[config.mk]
export PLATFORM = sky130hd
export DESIGN_NAME = cmd_queue
export DESIGN_NICKNAME = d
export VERILOG_FILES = /design/src/rtl/cmd_queue.sv
export SDC_FILE = /design/constraint.sdc
export NUM_CORES = 1
export LEC_CHECK = 0
export ABC_AREA = 1
export CAP_MARGIN = 20
export CORE_AREA = 2 2 247 249
export DETAILED_ROUTE_END_ITERATION = 7
export DIE_AREA = 0 0 249 251
export GPL_ROUTABILITY_DRIVEN = 0
export PLACE_DENSITY = 0.52
export SYNTH_ARGS = -nofsm -noshare
export SYNTH_HDL_FRONTEND = slang
export SYNTH_SLANG_ARGS = --single-unit
[constraint.sdc]
create_clock -name i_clk -period 4.8 [get_ports i_clk]
set_clock_uncertainty 0.15 [all_clocks]
set_input_delay 1.44 -clock i_clk [delete_from_list [all_inputs] [get_ports i_clk]]
set_output_delay 1.44 -clock i_clk [all_outputs]
set_load 0.05 [all_outputs]
[src/rtl/cmd_queue.sv]
// cmd_queue: FIFO between the USB command decoder and the phase generator.
// Handles in-band flush and status opcodes, which are answered on the reply port and never queued.
module cmd_queue #(
    parameter int          DEPTH_LOG2 = 4,
    parameter logic [7:0]  FLUSH_OP   = 8'hFF,
    parameter logic [7:0]  STATUS_OP  = 8'hFE
) (
    input  logic                  i_clk,
    input  logic                  i_rst_n,
    input  logic                  i_command,
    input  logic [23:0]           i_command_data,
    input  logic                  i_ready,
    output logic                  o_command,
    output logic [23:0]           o_command_data,
    output logic                  o_overflow,
    output logic                  o_reply,
    output logic [23:0]           o_reply_data,
    output logic [DEPTH_LOG2:0]   o_level,
    output logic                  o_empty
);
    localparam int DEPTH = 2 ** DEPTH_LOG2;
    localparam int AW    = DEPTH_LOG2;
    localparam int LW    = DEPTH_LOG2 + 1;

    logic [23:0]   mem_q [DEPTH];
    logic [AW-1:0] wr_ptr_q, wr_ptr_d, rd_ptr_q, rd_ptr_d;
    logic [LW-1:0] level_q, level_d;
    logic          overflow_q, overflow_d;
    logic          cmd_q, cmd_d, reply_q, reply_d;
    logic [23:0]   cmd_data_q, cmd_data_d, reply_data_q, reply_data_d;
    logic          is_flush, is_status, is_data, full, deq, wr, drop;
    logic [15:0]   status_lo;

    assign is_flush  = i_command && (i_command_data[23:16] == FLUSH_OP);
    assign is_status = i_command && (i_command_data[23:16] == STATUS_OP);
    assign is_data   = i_command && !is_flush && !is_status;
    assign full      = level_q == LW'(DEPTH);
    assign deq       = (level_q != '0) && i_ready && !is_flush;
    // A full queue still accepts a write when a slot frees up in the same cycle
    assign wr        = is_data && (!full || deq);
    assign drop      = is_data && full && !deq;

    always_comb begin
        status_lo                = '0;
        status_lo[DEPTH_LOG2:0]  = level_q;
        status_lo[15]            = overflow_q;
        wr_ptr_d     = is_flush ? '0 : wr ? wr_ptr_q + AW'(1) : wr_ptr_q;
        rd_ptr_d     = is_flush ? '0 : deq ? rd_ptr_q + AW'(1) : rd_ptr_q;
        level_d      = is_flush ? '0 : level_q + LW'(wr) - LW'(deq);
        overflow_d   = !is_flush && (overflow_q || drop);
        cmd_d        = deq;
        cmd_data_d   = deq ? mem_q[rd_ptr_q] : cmd_data_q;
        reply_d      = is_flush || is_status;
        reply_data_d = is_flush  ? {FLUSH_OP, 16'h0000} :
                       is_status ? {STATUS_OP, status_lo} : reply_data_q;
    end

    always_ff @(posedge i_clk) begin
        if (wr) mem_q[wr_ptr_q] <= i_command_data;
    end

    always_ff @(posedge i_clk or negedge i_rst_n) begin
        if (!i_rst_n) begin
            wr_ptr_q     <= '0;
            rd_ptr_q     <= '0;
            level_q      <= '0;
            overflow_q   <= 1'b0;
            cmd_q        <= 1'b0;
            cmd_data_q   <= '0;
            reply_q      <= 1'b0;
            reply_data_q <= '0;
        end else begin
            wr_ptr_q     <= wr_ptr_d;
            rd_ptr_q     <= rd_ptr_d;
            level_q      <= level_d;
            overflow_q   <= overflow_d;
            cmd_q        <= cmd_d;
            cmd_data_q   <= cmd_data_d;
            reply_q      <= reply_d;
            reply_data_q <= reply_data_d;
        end
    end

    assign o_command      = cmd_q;
    assign o_command_data = cmd_data_q;
    assign o_overflow     = overflow_q;
    assign o_reply        = reply_q;
    assign o_reply_data   = reply_data_q;
    assign o_level        = level_q;
    assign o_empty        = level_q == '0;
endmodule

==> report_table.html, run 1 <==
<table>
<tr><th>Metric</th><th>Value</th></tr>
<tr><th colspan="2">Outcome</th></tr>
<tr><td>Result of the run</td><td>finished clean</td></tr>
<tr><th colspan="2">Clock tree</th></tr>
<tr><td>Root cell of the clock tree</td><td>sky130_fd_sc_hd__clkbuf_16</td></tr>
<tr><td>Clock insertion delay at the later pin of the skew report</td><td>0.58 ns</td></tr>
<tr><td>CTS tree</td><td>built</td></tr>
<tr><td>Inserted Clock Buffers</td><td>47</td></tr>
<tr><td>Clock transition time at the flip-flop clock pins of the worst setup and hold paths</td><td>0.05 ns</td></tr>
<tr><td>Total number of clock tree sinks</td><td>432</td></tr>
<tr><td>Number of hold-repair buffers added at the cts stage</td><td>0</td></tr>
<tr><td>Post-CTS sizing</td><td>0</td></tr>
<tr><td>CTS max path bufs</td><td>3</td></tr>
<tr><td>Setup Buffers After CTS</td><td>0</td></tr>
<tr><td>CTS HTree Levels</td><td>2</td></tr>
<tr><th colspan="2">Worst setup path</th></tr>
<tr><td>Worst setup path end</td><td>o_level[4]$_DFF_PN0_</td></tr>
<tr><td>Startpoint type of the worst setup path</td><td>input port</td></tr>
<tr><td>Critical Path Fanout Max</td><td>11</td></tr>
<tr><td>Data required, critical path</td><td>5.11 ns</td></tr>
<tr><td>Worst r2r src</td><td>o_level[2]$_DFF_PN0_</td></tr>
<tr><td>Capturing element type of the critical path</td><td>flip-flop</td></tr>
<tr><td>CP startpoint</td><td>i_command_data[23]</td></tr>
<tr><td>Worst Reg2Reg Path Length in Cells</td><td>16</td></tr>
<tr><td>Arrival time at the worst endpoint</td><td>4.18 ns</td></tr>
<tr><td>R2r endpoint</td><td>o_level[4]$_DFF_PN0_</td></tr>
<tr><td>Setup slack, reg-to-reg</td><td>1.72 ns</td></tr>
<tr><td>Critical Setup Path Class</td><td>in2reg</td></tr>
<tr><th colspan="2">Drt</th></tr>
<tr><td>Routed vias</td><td>11550</td></tr>
<tr><td>DR iter-0 viols</td><td>957</td></tr>
<tr><td>Detailed Route WL</td><td>46590 microns</td></tr>
<tr><td>Detailed-router iteration count before antenna repair</td><td>5</td></tr>
<tr><td>Vias per Instance</td><td>4.721</td></tr>
<tr><td>DRC violation count after routing</td><td>0</td></tr>
<tr><td>Antenna-violating nets left</td><td>0</td></tr>
<tr><td>Routed len/inst</td><td>19.05 microns</td></tr>
<tr><th colspan="2">Cells and area</th></tr>
<tr><td>Share of final-layout standard cells stronger than drive strength 1</td><td>9.195%</td></tr>
<tr><td>NumNets Final</td><td>1665</td></tr>
<tr><td>Area Growth Syn to Fin</td><td>17.21%</td></tr>
<tr><td>Sequential cell area in the final layout</td><td>12740 sq um</td></tr>
<tr><td>Number of inserted diodes</td><td>0</td></tr>
<tr><td>Number of non-filler instances in the completed layout</td><td>2446</td></tr>
<tr><td>Area of the multi-input gates</td><td>4405 sq um</td></tr>
<tr><td>Final core area utilization</td><td>34.92%</td></tr>
<tr><td>Filler Cell Count</td><td>5828</td></tr>
<tr><th colspan="2">Timing</th></tr>
<tr><td>Post-Route Hold Slack</td><td>0.3259 ns</td></tr>
<tr><td>Slew HR</td><td>29.35%</td></tr>
<tr><td>Worst slew pin tran</td><td>1.060 ns</td></tr>
<tr><td>Pins Over Slew Limit</td><td>0</td></tr>
<tr><td>Final min period</td><td>3.862 ns</td></tr>
<tr><td>Highest clock frequency the design can meet</td><td>0.2589 GHz</td></tr>
<tr><td>Unrepaired setup endpoints after global routing</td><td>no</td></tr>
<tr><td>Setup violation total in the final timing report</td><td>0</td></tr>
<tr><td>Tcrit/Tclk final</td><td>80.46%</td></tr>
<tr><td>Endpoints failing hold</td><td>0</td></tr>
<tr><td>Final sum of negative setup slack</td><td>0 ns</td></tr>
<tr><th colspan="2">Die</th></tr>
<tr><td>Standard cell core area</td><td>59790 sq um</td></tr>
<tr><td>Top-level I/O count</td><td>85</td></tr>
<tr><td>Initial Util</td><td>29.79%</td></tr>
<tr><td>Height of the die</td><td>251 microns</td></tr>
<tr><td>Number of core rows</td><td>90</td></tr>
<tr><td>Width of the die</td><td>249 microns</td></tr>
<tr><td>Die area</td><td>62500 sq um</td></tr>
<tr><th colspan="2">Yosys</th></tr>
<tr><td>Post-synthesis average cell area</td><td>11.55 sq um</td></tr>
<tr><td>Ys async rst share</td><td>11.11%</td></tr>
<tr><td>Post-synth design cell area</td><td>17810 sq um</td></tr>
<tr><td>Predominant post-synthesis flop cell</td><td>sky130_fd_sc_hd__edfxtp_1</td></tr>
<tr><td>Number of flip-flops and latches in the synthesized netlist</td><td>432</td></tr>
<tr><td>EDFF count, synth</td><td>384</td></tr>
<tr><td>Gate count of the mapped netlist</td><td>1543</td></tr>
<tr><td>YS warnings</td><td>0</td></tr>
<tr><td>Synth cell types</td><td>33</td></tr>
<tr><td>Sequential-to-total area share from yosys stat</td><td>71.47%</td></tr>
<tr><th colspan="2">Global route</th></tr>
<tr><td>Global-route total usage across every layer</td><td>14.89%</td></tr>
<tr><td>Via count of the first global-routing pass</td><td>11320</td></tr>
<tr><td>Overflow after GRT</td><td>0</td></tr>
<tr><td>Maximum number of pins on one net before global-route repair</td><td>195</td></tr>
<tr><td>Initial antenna violation count</td><td>0</td></tr>
<tr><td>First-pass GRT wire length</td><td>71050 microns</td></tr>
<tr><th colspan="2">Power and ir drop</th></tr>
<tr><td>Worst vdd rail ir drop</td><td>0.3326 mV</td></tr>
<tr><td>Pwr Density</td><td>580.3 nW/um^2</td></tr>
<tr><td>Reported leakage power</td><td>7.882 nW</td></tr>
<tr><th colspan="2">Flow run</th></tr>
<tr><td>Max capacitance violation total</td><td>0</td></tr>
<tr><th colspan="2">Placement</th></tr>
<tr><td>Half-perimeter wire length after detailed placement</td><td>26670 microns</td></tr>
<tr><td>Placed Cells incl. Taps</td><td>2358</td></tr>
<tr><td>Port-buffer cells</td><td>74</td></tr>
<tr><th colspan="2">Hold path</th></tr>
<tr><td>Kind of path behind the tightest hold check</td><td>reg2reg</td></tr>
</table>
==> placed cells by master (no fill, tap or decap), types with 11 or more instances in the layout <==
cell type                           n
sky130_fd_sc_hd__buf_4             53
sky130_fd_sc_hd__clkbuf_1          23
sky130_fd_sc_hd__clkbuf_16         49
sky130_fd_sc_hd__clkdlybuf4s50_1   73
sky130_fd_sc_hd__dfrtp_1           45
sky130_fd_sc_hd__edfxtp_1         384
sky130_fd_sc_hd__ha_1              11
sky130_fd_sc_hd__inv_1             20
sky130_fd_sc_hd__nand2_1          606
sky130_fd_sc_hd__nand3_1          309
sky130_fd_sc_hd__nor3_2            16
sky130_fd_sc_hd__o21ai_0           11
==> worst min path at each step <==
stage                                   startpoint  cells after the start                        endpoint  slack [ns]
floorplan                  wr_ptr_q[3]$_DFFE_PN0P_                      2         wr_ptr_q[3]$_DFFE_PN0P_        0.36
finish                o_reply_data[16]$_DFFE_PN0P_                      2    o_reply_data[16]$_DFFE_PN0P_        0.33
global route        o_command_data[17]$_DFFE_PN0N_                      2  o_command_data[17]$_DFFE_PN0N_        0.36
global placement      o_reply_data[16]$_DFFE_PN0P_                      2    o_reply_data[16]$_DFFE_PN0P_        0.31
detailed placement    o_reply_data[16]$_DFFE_PN0P_                      2    o_reply_data[16]$_DFFE_PN0P_        0.32
CTS                   o_reply_data[16]$_DFFE_PN0P_                      2    o_reply_data[16]$_DFFE_PN0P_        0.33
==> area by class of cell <==
type	instances	share of cell area [%]
Sequential cell	432	61.02
Multi-Input combinational cell	989	21.10
Clock buffer	78	6.681
Timing Repair Buffer	129	5.620
Tap cell	782	4.686
Inverter	26	0.4913
Clock inverter	10	0.4075
==> where the power goes <==
part | leakage [nW] | switching [mW] | total [mW] | internal [mW]
Sequential | 4.07 | 0.238 | 4.75 | 4.52
Clock | 0.723 | 1.45 | 3.49 | 2.04
Combinational | 3.09 | 2.76 | 3.87 | 1.12
==> cells by family (layout without fill, tap and decap cells) <==
kind of cell	count (synthesis)	count (layout)	share of synthesized area, %
buffers and inverters	131	243	4.439
flip-flops	432	432	71.47
AND/OR/NAND/NOR	945	945	22.45
adder cells (fa/ha/maj)	12	12	0.8849
XOR/XNOR	4	4	0.1967
other	1	10	0.02105
AO/OA/AOI/OAI	18	18	0.5338
==> stage by stage <==
stage               area [sq um]  power, mW  worst slack, ns
floorplan                  17850      7.497           0.3831
global placement           19400      8.718           0.3084
detailed placement         19400      8.740           0.3078
CTS                        20880      12.25           0.8973
global route               20880      12.82           0.7802
finish                     20880      12.12           0.9378
==> sequential cells by signal, summed over array words and instances (netlist names) <==
name / flops
mem_q: 384
o_command_data: 24
o_reply_data: 8
o_level: 5
rd_ptr_q: 4
wr_ptr_q: 4
o_command: 1
o_overflow: 1
o_reply: 1
==> critical path: stages <==
cell                              delay [ns]
sky130_fd_sc_hd__clkdlybuf4s50_1        0.60
sky130_fd_sc_hd__nand2_1                0.14
sky130_fd_sc_hd__nor2_4                 0.21
sky130_fd_sc_hd__nand3_2                0.13
sky130_fd_sc_hd__nand2_4                0.20
sky130_fd_sc_hd__inv_2                  0.06
sky130_fd_sc_hd__ha_1                   0.27
sky130_fd_sc_hd__inv_1                  0.04
sky130_fd_sc_hd__ha_1                   0.20
sky130_fd_sc_hd__fa_1                   0.43
sky130_fd_sc_hd__a21oi_1                0.17
sky130_fd_sc_hd__o21bai_1               0.09
sky130_fd_sc_hd__o21ai_0                0.15
sky130_fd_sc_hd__a21oi_1                0.05
==> metal layers <==
layer	up-vias	global-route usage [%]	routed length, microns
met3	70	2.537	2444
met4	0	3.758	953
met5	-	0	0
li1	5460	-	-
met1	5718	20.85	21570
met2	300	24.05	21630
==> cell usage after synthesis (2+ instances only) <==
cell                         n  area share (%)
sky130_fd_sc_hd__inv_1      21            0.44
sky130_fd_sc_hd__nor3_1     16            0.45
sky130_fd_sc_hd__buf_1       7            0.15
sky130_fd_sc_hd__clkbuf_1   13            0.27
sky130_fd_sc_hd__edfxtp_1  384              65
sky130_fd_sc_hd__nor2_2      2           0.070
sky130_fd_sc_hd__buf_4      31             1.3
sky130_fd_sc_hd__nand3_1   309             8.7
sky130_fd_sc_hd__ha_1       11            0.77
sky130_fd_sc_hd__nand2_1   606              13
sky130_fd_sc_hd__o21ai_0    11            0.31
sky130_fd_sc_hd__buf_2      37             1.0
sky130_fd_sc_hd__nor2_1      3           0.063
sky130_fd_sc_hd__buf_6      16             1.0
sky130_fd_sc_hd__inv_2       2           0.042
sky130_fd_sc_hd__or2_2       2           0.070
sky130_fd_sc_hd__inv_4       2           0.070
sky130_fd_sc_hd__nand2_4     2            0.13
sky130_fd_sc_hd__xor2_1      3            0.15
sky130_fd_sc_hd__a21oi_1     5            0.14
sky130_fd_sc_hd__dfrtp_1    48             6.7
No activity file was read; power rests on OpenSTA's default activity.
==> inputs of run 2 (changes only) <==
--- a/config.mk
+++ b/config.mk
@@ -11,7 +11,7 @@
 export DETAILED_ROUTE_END_ITERATION = 7
 export DIE_AREA = 0 0 249 251
 export GPL_ROUTABILITY_DRIVEN = 0
-export PLACE_DENSITY = 0.52
+export PLACE_DENSITY = 0.54
 export SYNTH_ARGS = -nofsm -noshare
 export SYNTH_HDL_FRONTEND = slang
 export SYNTH_SLANG_ARGS = --single-unit
==> constraint.sdc (replaced) <==
create_clock -name i_clk -period 3.25 [get_ports i_clk]
set_clock_uncertainty 0.15 [all_clocks]
set_input_delay 0.975 -clock i_clk [delete_from_list [all_inputs] [get_ports i_clk]]
set_output_delay 0.975 -clock i_clk [all_outputs]
set_load 0.05 [all_outputs]
==> run 2 against run 1 <==
Power is 49% higher; critical endpoint is now o_empty; highest routed layer unchanged; clock power grew 51%; critical path type is now reg2out; non-clock buffer count increased by 14; via count down 0.74%; global-route usage is 0.21 points lower.
==> report_table.html, run 2 (synthesis gave the netlist of run 1 again) <==
<table>
<tr><th>Metric</th><th>Value</th></tr>
<tr><th colspan="2">Placement</th></tr>
<tr><td>Post-Place Cell Area</td><td>19700 sq um (was 19400 sq um)</td></tr>
<tr><td>Post-placement worst setup slack</td><td>-0.6662 ns (was 0.3078 ns)</td></tr>
<tr><td>Placed Cells incl. Taps</td><td>2371 (was 2358)</td></tr>
<tr><td>Half-perimeter wire length after detailed placement</td><td>26480 microns (was 26670 microns)</td></tr>
<tr><td>Port-buffer cells</td><td>74 (unchanged)</td></tr>
<tr><th colspan="2">Worst setup path</th></tr>
<tr><td>R2r endpoint</td><td>o_level[4]$_DFF_PN0_ (unchanged)</td></tr>
<tr><td>Worst r2r src</td><td>o_level[3]$_DFF_PN0_ (was o_level[2]$_DFF_PN0_)</td></tr>
<tr><td>Capturing element type of the critical path</td><td>primary output (was flip-flop)</td></tr>
<tr><td>Critical Path Fanout Max</td><td>3 (was 11)</td></tr>
<tr><td>Arrival time at the worst endpoint</td><td>1.99 ns (was 4.18 ns)</td></tr>
<tr><td>Worst Reg2Reg Path Length in Cells</td><td>16 (unchanged)</td></tr>
<tr><td>Startpoint type of the worst setup path</td><td>flip-flop (was input port)</td></tr>
<tr><td>CP startpoint</td><td>o_level[3]$_DFF_PN0_ (was i_command_data[23])</td></tr>
<tr><td>Critical Setup Path Class</td><td>reg2out (was in2reg)</td></tr>
<tr><td>Setup slack, reg-to-reg</td><td>0.35 ns (was 1.72 ns)</td></tr>
<tr><td>Data required, critical path</td><td>2.12 ns (was 5.11 ns)</td></tr>
<tr><td>Worst setup path end</td><td>o_empty (was o_level[4]$_DFF_PN0_)</td></tr>
<tr><th colspan="2">Power and ir drop</th></tr>
<tr><td>Total power draw</td><td>18.09 mW (was 12.12 mW)</td></tr>
<tr><td>Cell-internal power</td><td>11.60 mW (was 7.671 mW)</td></tr>
<tr><td>Switching share of power</td><td>35.90% (was 36.69%)</td></tr>
<tr><td>Clock network power share</td><td>29.1% (was 28.8%)</td></tr>
<tr><td>P_sw</td><td>6.493 mW (was 4.446 mW)</td></tr>
<tr><td>Seq pwr share</td><td>38.4% (was 39.2%)</td></tr>
<tr><td>Comb pwr share</td><td>32.5% (was 32.0%)</td></tr>
<tr><td>Worst vdd rail ir drop</td><td>0.5073 mV (was 0.3326 mV)</td></tr>
<tr><td>Pwr Density</td><td>851.2 nW/um^2 (was 580.3 nW/um^2)</td></tr>
<tr><td>Reported leakage power</td><td>8.028 nW (was 7.882 nW)</td></tr>
<tr><th colspan="2">Timing</th></tr>
<tr><td>Highest clock frequency the design can meet</td><td>0.3210 GHz</td></tr>
<tr><td>Slew HR</td><td>35.03% (was 29.35%)</td></tr>
<tr><td>Setup violation total in the final timing report</td><td>0 (unchanged)</td></tr>
<tr><td>Final critical-path setup slack</td><td>0.1349 ns (was 0.9378 ns)</td></tr>
<tr><td>Post-Route Hold Slack</td><td>0.2425 ns (was 0.3259 ns)</td></tr>
<tr><td>Final min period</td><td>3.115 ns</td></tr>
<tr><td>Endpoints failing hold</td><td>0 (unchanged)</td></tr>
<tr><td>Tcrit/Tclk final</td><td>95.85%</td></tr>
<tr><td>Pins Over Slew Limit</td><td>0 (unchanged)</td></tr>
<tr><td>Worst slew pin tran</td><td>0.9745 ns (was 1.060 ns)</td></tr>
<tr><td>Final sum of negative setup slack</td><td>0 ns (unchanged)</td></tr>
<tr><th colspan="2">Die</th></tr>
<tr><td>Number of core rows</td><td>90 (unchanged)</td></tr>
<tr><td>Die area</td><td>62500 sq um (unchanged)</td></tr>
<tr><td>Standard cell core area</td><td>59790 sq um (unchanged)</td></tr>
<tr><td>Initial Util</td><td>29.79% (unchanged)</td></tr>
<tr><td>Top-level I/O count</td><td>85 (unchanged)</td></tr>
<tr><td>Height of the die</td><td>251 microns (unchanged)</td></tr>
<tr><td>Width of the die</td><td>249 microns (unchanged)</td></tr>
<tr><th colspan="2">Clock tree</th></tr>
<tr><td>Number of hold-repair buffers added at the cts stage</td><td>0 (unchanged)</td></tr>
<tr><td>CTS max path bufs</td><td>3 (unchanged)</td></tr>
<tr><td>Clock transition time at the flip-flop clock pins of the worst setup and hold paths</td><td>0.06 ns (was 0.05 ns)</td></tr>
<tr><td>Clock insertion delay at the later pin of the skew report</td><td>0.58 ns (about the same)</td></tr>
<tr><td>Inserted Clock Buffers</td><td>46 (was 47)</td></tr>
<tr><td>Total number of clock tree sinks</td><td>432 (unchanged)</td></tr>
<tr><td>CTS HTree Levels</td><td>2 (unchanged)</td></tr>
<tr><td>Root cell of the clock tree</td><td>sky130_fd_sc_hd__clkbuf_16 (unchanged)</td></tr>
<tr><td>CTS tree</td><td>built (unchanged)</td></tr>
<tr><th colspan="2">Global route</th></tr>
<tr><td>Initial antenna violation count</td><td>0 (unchanged)</td></tr>
<tr><td>Via count of the first global-routing pass</td><td>11600 (was 11320)</td></tr>
<tr><td>Maximum number of pins on one net before global-route repair</td><td>195 (unchanged)</td></tr>
<tr><td>Overflow after GRT</td><td>0 (unchanged)</td></tr>
<tr><td>First-pass GRT wire length</td><td>70740 microns (was 71050 microns)</td></tr>
<tr><td>Global-route total usage across every layer</td><td>14.69% (was 14.89%)</td></tr>
<tr><th colspan="2">Drt</th></tr>
<tr><td>Detailed-router iteration count before antenna repair</td><td>7 (was 5)</td></tr>
<tr><td>Detailed Route WL</td><td>45410 microns (was 46590 microns)</td></tr>
<tr><td>DRC violation count after routing</td><td>0 (unchanged)</td></tr>
<tr><td>Routed len/inst</td><td>18.48 microns (was 19.05 microns)</td></tr>
<tr><td>DR iter-0 viols</td><td>911 (was 957)</td></tr>
<tr><td>Antenna-violating nets left</td><td>0 (unchanged)</td></tr>
<tr><td>Vias per Instance</td><td>4.664 (was 4.721)</td></tr>
<tr><td>Routed vias</td><td>11460 (was 11550)</td></tr>
<tr><th colspan="2">Cells and area</th></tr>
<tr><td>Commonest non-fill, non-tap cell in the layout</td><td>sky130_fd_sc_hd__nand2_1 (unchanged)</td></tr>
<tr><td>Number of inserted diodes</td><td>0 (unchanged)</td></tr>
<tr><td>Number of non-filler instances in the completed layout</td><td>2458 (was 2446)</td></tr>
<tr><td>NumNets Final</td><td>1678 (was 1665)</td></tr>
<tr><td>Final core area utilization</td><td>35.54% (was 34.92%)</td></tr>
<tr><td>Area Growth Syn to Fin</td><td>19.29% (was 17.21%)</td></tr>
<tr><td>Commonest cells after routing, fill and taps aside</td><td>606 x sky130_fd_sc_hd__nand2_1, 384 x sky130_fd_sc_hd__edfxtp_1, 309 x sky130_fd_sc_hd__nand3_1, 71 x sky130_fd_sc_hd__clkdlybuf4s50_1, 51 x sky130_fd_sc_hd__buf_4 (was 606 x sky130_fd_sc_hd__nand2_1, 384 x sky130_fd_sc_hd__edfxtp_1, 309 x sky130_fd_sc_hd__nand3_1, 73 x sky130_fd_sc_hd__clkdlybuf4s50_1, 53 x sky130_fd_sc_hd__buf_4)</td></tr>
<tr><td>Register bank with the most flops</td><td>mem_q (unchanged)</td></tr>
<tr><td>Number of flip-flops in the largest register</td><td>384 (unchanged)</td></tr>
<tr><td>Design Area, Final</td><td>21250 sq um (was 20880 sq um)</td></tr>
<tr><td>Share of final-layout standard cells stronger than drive strength 1</td><td>10.08% (was 9.195%)</td></tr>
<tr><th colspan="2">Flow run</th></tr>
<tr><td>Max capacitance violation total</td><td>0 (unchanged)</td></tr>
<tr><th colspan="2">Hold path</th></tr>
<tr><td>Kind of path behind the tightest hold check</td><td>in2async (was reg2reg)</td></tr>
<tr><th colspan="2">Outcome</th></tr>
<tr><td>Result of the run</td><td>finished clean (unchanged)</td></tr>
</table>
==> run 2: how the worst min path moves through the flow <==
stage                                     end
2_1_floorplan         wr_ptr_q[3]$_DFFE_PN0P_
3_3_place_gp   o_command_data[15]$_DFFE_PN0N_
3_5_place_dp    o_command_data[0]$_DFFE_PN0N_
4_1_cts        o_command_data[12]$_DFFE_PN0N_
5_1_grt        o_command_data[12]$_DFFE_PN0N_
6_report       o_command_data[12]$_DFFE_PN0N_
==> run 2: area by class of cell <==
| cell class | instances | area (sq um) |
|---|---|---|
| fill | 5838 | 38540 |
| sequential | 432 | 12740 |
| multi-input combinational | 989 | 4420 |
| timing repair buffer | 143 | 1478 |
| clock buffer | 76 | 1385 |
| tap | 782 | 978.4 |
| clock inverter | 10 | 145.1 |
| inverter | 26 | 102.6 |
==> run 2: power by group through the flow <==
| stage | Combinational (mW) | Clock, mW | Sequential (mW) |
|---|---|---|---|
| floorplan | 3.44 | 0 | 7.63 |
| global placement | 5.94 | 0 | 7.06 |
| detailed placement | 5.95 | 0 | 7.07 |
| CTS | 5.98 | 5.39 | 6.96 |
| global route | 6.53 | 5.62 | 7.02 |
| finish | 5.88 | 5.26 | 6.95 |
==> run 2: layer usage <==
layer	GRT usage, %	share of wire [%]	vias up
li1	-	-	5486
met1	19.97	45	5646
met2	24.54	48	270
met3	2.381	4.7	61
met4	3.671	1.9	0
met5	0	0	-
==> run 2: timing repair <==
action,4_1_cts,5_1_grt
resized for setup,2,3
endpoints found under the setup margin,3,2
setup buffers,0,1
pin swaps,0,1
==> run 2: critical path, stage by stage, from the launching register on <==
cell	delay, ns
sky130_fd_sc_hd__dfrtp_1	0.41
sky130_fd_sc_hd__inv_1	0.11
sky130_fd_sc_hd__ha_1	0.19
sky130_fd_sc_hd__nand3_1	0.14
sky130_fd_sc_hd__inv_1	0.09
sky130_fd_sc_hd__clkdlybuf4s15_1	0.50
